File: src/rtl/bram_arb_pkg.sv
// Shared types and constants for the two-port BRAM arbiter.
package bram_arb_pkg;

    // Arbiter FSM encoding
    typedef enum logic [1:0] {
        IDLE   = 2'd0,
        ACCESS = 2'd1,
        DONE   = 2'd2
    } arb_state_e;

    // Port identifiers used for grant and last-grant tracking
    localparam logic PORT_I = 1'b0;
    localparam logic PORT_D = 1'b1;

    // Byte-lane write enables for a data-port request; reads never write
    function automatic logic [3:0] lane_we(input logic is_write, input logic [3:0] mask);
        return is_write ? mask : 4'b0000;
    endfunction

endpackage

File: src/rtl/bram_arb_pick.sv
// Combinational winner select between instruction and data requesters.
// Tie policy depends on BRAM_ARB_RR_EN: round-robin when defined,
// fixed data-port priority otherwise.
module bram_arb_pick (
    input  logic i_stb,
    input  logic d_stb,
`ifdef BRAM_ARB_RR_EN
    input  logic last_grant,
`endif
    output logic req,
    output logic grant
);
    import bram_arb_pkg::*;

    // Pick the winner; a lone requester always wins
    always_comb begin
        req   = i_stb | d_stb;
        grant = PORT_D;
        if (i_stb && !d_stb) begin
            grant = PORT_I;
        end else if (i_stb && d_stb) begin
`ifdef BRAM_ARB_RR_EN
            // Tie goes to whichever port was not served most recently
            grant = (last_grant == PORT_D) ? PORT_I : PORT_D;
`else
            grant = PORT_D;
`endif
        end
    end

endmodule

File: src/rtl/bram_arbiter.sv
// Shares one 32-bit, four-lane block RAM between the instruction-fetch and
// data ports. Each access takes IDLE -> ACCESS -> DONE, so latency is two
// cycles and peak throughput one access per three cycles.
// Optional feature macro: BRAM_ARB_RR_EN (round-robin tie-break).
module bram_arbiter #(
    parameter int unsigned AW = 12
) (
    input  logic          clk,
    input  logic          reset,
    input  logic          i_stb,
    input  logic [31:0]   i_addr,
    output logic          i_ack,
    output logic [31:0]   i_dtr,
    input  logic          d_stb,
    input  logic          d_rw,
    input  logic [31:0]   d_addr,
    input  logic [31:0]   d_dtw,
    input  logic [3:0]    d_mask,
    output logic          d_ack,
    output logic [31:0]   d_dtr,
    output logic          mem_en,
    output logic [AW-1:0] mem_addr,
    output logic [3:0]    mem_we,
    output logic [31:0]   mem_din,
    input  logic [31:0]   mem_dout
);
    import bram_arb_pkg::*;

    arb_state_e    state_q, state_d;
    logic [AW-1:0] addr_q;
    logic [3:0]    we_q;
    logic [31:0]   din_q;
    logic          grant_q;
    logic          req;
    logic          grant;

    // Upper address bits alias onto the BRAM and byte offsets are ignored
    logic unused_addr_bits;
    assign unused_addr_bits = ^{i_addr[31:AW+2], i_addr[1:0], d_addr[31:AW+2], d_addr[1:0]};

`ifdef BRAM_ARB_RR_EN
    logic last_q;

    // Remember the most recent grant for round-robin tie-breaking
    always_ff @(posedge clk) begin
        if (reset) begin
            last_q <= PORT_D;
        end else if (state_q == IDLE && req) begin
            last_q <= grant;
        end
    end
`endif

    bram_arb_pick u_pick (
        .i_stb      (i_stb),
        .d_stb      (d_stb),
`ifdef BRAM_ARB_RR_EN
        .last_grant (last_q),
`endif
        .req        (req),
        .grant      (grant)
    );

    // State register
    always_ff @(posedge clk) begin
        if (reset) begin
            state_q <= IDLE;
        end else begin
            state_q <= state_d;
        end
    end

    // Next-state logic; strobes only matter in IDLE
    always_comb begin
        state_d = state_q;
        unique case (state_q)
            IDLE:    if (req) state_d = ACCESS;
            ACCESS:  state_d = DONE;
            DONE:    state_d = IDLE;
            default: state_d = IDLE;
        endcase
    end

    // Latch the winner's address, lane enables and write data at grant time
    always_ff @(posedge clk) begin
        if (reset) begin
            addr_q  <= '0;
            we_q    <= 4'b0000;
            din_q   <= 32'h0;
            grant_q <= PORT_D;
        end else if (state_q == IDLE && req) begin
            grant_q <= grant;
            if (grant == PORT_D) begin
                addr_q <= d_addr[AW+1:2];
                we_q   <= lane_we(d_rw, d_mask);
                din_q  <= d_dtw;
            end else begin
                addr_q <= i_addr[AW+1:2];
                we_q   <= 4'b0000;
                din_q  <= 32'h0;
            end
        end
    end

    // Outputs decoded from state; read data is gated to zero outside the ack
    always_comb begin
        mem_en   = (state_q == ACCESS);
        mem_we   = mem_en ? we_q : 4'b0000;
        mem_addr = addr_q;
        mem_din  = din_q;
        i_ack    = (state_q == DONE) && (grant_q == PORT_I);
        d_ack    = (state_q == DONE) && (grant_q == PORT_D);
        i_dtr    = i_ack ? mem_dout : 32'h0;
        d_dtr    = d_ack ? mem_dout : 32'h0;
    end

endmodule

File: config.mk
export PLATFORM = sky130hd
export DESIGN_NAME = bram_arbiter
export DESIGN_NICKNAME = d
export VERILOG_FILES = /design/src/rtl/bram_arb_pkg.sv /design/src/rtl/bram_arb_pick.sv /design/src/rtl/bram_arbiter.sv
export SDC_FILE = /design/constraint.sdc
export NUM_CORES = 1
export LEC_CHECK = 0
export ABC_AREA = 1
export CELL_PAD_IN_SITES_DETAIL_PLACEMENT = 1
export CELL_PAD_IN_SITES_GLOBAL_PLACEMENT = 2
export CORE_MARGIN = 2
export CORE_UTILIZATION = 13
export CTS_BUF_LIST = sky130_fd_sc_hd__clkbuf_4 sky130_fd_sc_hd__clkbuf_8 sky130_fd_sc_hd__clkbuf_16
export DETAILED_ROUTE_END_ITERATION = 6
export GPL_TIMING_DRIVEN = 0
export HOLD_SLACK_MARGIN = 0.06
export PLACE_DENSITY_LB_ADDON = 0.08
export SLEW_MARGIN = 40
export SYNTH_ARGS = -nofsm -noshare
export SYNTH_HDL_FRONTEND = slang
export SYNTH_SLANG_ARGS = --single-unit
File: constraint.sdc
create_clock -name clk -period 1.2 [get_ports clk]
set_input_delay 0.18 -clock clk [delete_from_list [all_inputs] [get_ports clk]]
set_output_delay 0.18 -clock clk [all_outputs]
set_load 0.02 [all_outputs]
==> results.md <==
- Crit share post-route: 133%
- Avg WL per Cell: 14.8 µm
- Final Max Tran Viols: 0
- Synthesized instance count: 382
- Gr ovfl total: 0
- Critical path class: reg -> out
- Max Cap Viol: 0
- Worst-margin pin slew: 0.724 ns
- Area growth, synth to finish: 145%
- GPL Wtd Cong: 0.727
- R2R depth: 8
- Commonest cells after routing, fill and taps aside: 93 x clkdlybuf4s50_1, 80 x buf_6, 76 x nand2_1
- Crit path launch type: flip-flop
- FF+latch count, synth: 51
- Hold Crit Start: d_stb
- Fraction of layout instances using a drive strength above 1: 46.1%
- Placed instance count: 855
- Share of the synthesized area in the top cell type: 39.4%
- # nets final: 767
- Synth area leaders: dfxtp_1 39%, nand2_1 17%, a21oi_1 9.1%
- RSZ-0062 raised after global routing: true
- Outcome: finished, violations left
- Cell Int Power: 3600 µW
- Final min period: 1.60 ns
- Highest Clock Rate: 0.625 GHz
- Top-Level Pins: 252
- Post-synthesis sequential area ratio: 39.4%
- Row cnt: 51
- Syn Std Cell Area: 2590 µm²
- Final Hold Fails: 0
- DP HPWL: 9.79 mm
- CTS Root Buffer Type: clkbuf_16
- Initial Util: 13.3%
- Router iterations before antenna repair: 4
- Dpl cell area: 5330 µm²
- Die area: 21100 µm²
- Initial antenna violation count: 1
- Post-synth net total: 519
- R2R Setup Slk: -0.25 ns
- CTS sink cnt: 51
- Synth cell types: 20
- Syn avg cell area: 6.79 µm²
- Net Sw Frac: 32.5%
- Reg clk slew, reported paths: 0.07 ns
- Final Hold Slack: 0.194 ns
- Failing checks: setup timing
- Worst r2r src: state_q[1]
- Yosys top cell by area: dfxtp_1
- Number of synthesized flops with an enable pin: 0
- Synthesis warning total: 0
- Layout Cells excl Fill: 897
- Core ar.: 19500 µm²
- Clock Skew: 0.00568 ns
- Clock Power Share: 27.5%
- TritonCTS Buffers: 5
- Worst Path Arrival: 1.42 ns
- Finished Cell Area: 6360 µm²
- Req. time, crit path: 1.02 ns
- DR vias/cell: 3.75
- Worst Setup End Kind: primary output
- Initial drt markers: 50
- Most common cell after layout, fill and taps aside: clkdlybuf4s50_1
- # setup viols final: 120
- DIE HEIGHT: 145 µm
- Post-Route WL: 13.2 mm
- Routed vias: 3361
- Main synth FF type: dfxtp_1
- Hold endpoint: we_q[2]
- Residual DRC: 0
- Gate power share: 36.8%
- R2R Path End: grant_q
- H-Tree Depth: 2
- Async set-reset flop share out of synthesis: 0%
- Chip width: 145 µm
- Global-route wire length before repair: 20.4 mm
- IO buf count: 208
- Vias in the first global route: 3580
- Antenna-violating nets left: 0
- Setup slack after layout: -0.399 ns
- Peak supply drop: 603 µV
- Worst-skew pair later-pin latency: 0.29 ns
- GRT Util Overall: 12.2%
- Pwr Density: 839 nW/µm²
- Hold depth: 3
- Largest net degree at the start of global routing: 17
- Worst-path fanout max: 10
- Static leakage: 0.00271 µW
- Switching power of the nets: 1740 µW
- Sequential cell fraction of total power: 35.6%
- Worst-case clock buffer depth: 2
- CTS tree: yes
- Hold Path Class: in -> reg
- Max-slew headroom: 51.7%
cells in the mapped netlist (2+ instances only):
master and number:
nand2_1 118, nand4_1 4, a21oi_1 47, nand3_1 13, buf_2 6, nor2_2 31
inv_1 39, clkbuf_1 6, buf_4 4, nor2_1 42, inv_2 3, a21oi_2 2
buf_6 10, dfxtp_1 51
cells by family after synthesis:
logic type	synth area share [%]
AND/OR/NAND/NOR	36.4
buffers and inverters	13.9
flip-flops	39.4
AO/OA/AOI/OAI	10.4
final cells by class:
type                       count  area [µm²]
sequential                    51        1030
tap                          265         332
clock buffer                   6         133
fill                        2298       13200
clock inverter                 2        13.8
multi-input combinational    262        1870
buffer                        26         310
timing repair buffer         241        2500
antenna                        1        2.50
inverter                      43         176
power groups by stage:
stage	clock (µW)	sequential [µW]	combinational, µW
finish	1470	1900	1970
global route	1630	1920	2110
CTS	1570	1880	1770
detailed placement	0	1920	1530
global placement	0	1910	1520
floorplan	0	2030	628
critical path, stage by stage, from the launching register on:
cell and delay [ns]:
dfxtp_4 0.39, inv_4 0.04, nor3_4 0.21, inv_4 0.09, buf_12 0.17, nor2_4 0.09, buf_6 0.12
through the flow:
stage	setup TNS (ns)	util, %	total power, µW	setup WS, ns
floorplan	-6.24	-	2660	-0.168
global placement	-43.56	27.3	3430	-0.737
detailed placement	-44.90	27.3	3450	-0.748
CTS	-31.66	30.5	5220	-0.431
global route	-41.92	32.6	5670	-0.494
finish	-33.52	32.6	5340	-0.399
worst max-delay path by stage:
stage,from,to,slack (ns),cells past startpoint
global route,state_q[1],i_dtr[7],-0.49,6
CTS,state_q[0],d_dtr[19],-0.43,6
detailed placement,state_q[0],d_dtr[19],-0.75,5
floorplan,state_q[0],mem_we[0],-0.17,4
global placement,state_q[0],d_dtr[14],-0.74,5
finish,state_q[1],i_dtr[17],-0.40,6
routing by layer:
layer / wire length (µm) / GRT usage (%) / vias up / part of all wire, %
met5: 0 / 0 / - / 0
met4: 144 / 2.84 / 0 / 1.1
met3: 906 / 3.18 / 7 / 6.8
met2: 6730 / 22.2 / 138 / 51
met1: 5450 / 14.3 / 1552 / 41
li1: - / - / 1664 / -
flip-flops by register name (all words and copies together), names as in the netlist:
| register | flops |
|---|---|
| state_q | 2 |
| we_q | 4 |
| mem_din | 32 |
| grant_q | 1 |
| mem_addr | 12 |
timing repair:
action | in CTS | in global routing
setup endpoints to repair | 139 | 138
setup buffers | 13 | 12
gates cloned | 9 | 2
hold buffers | 0 | 0
gates resized for setup | 512 | 160
pin swaps | 5 | 7
Note: power is estimated with default switching activity, not from simulation.
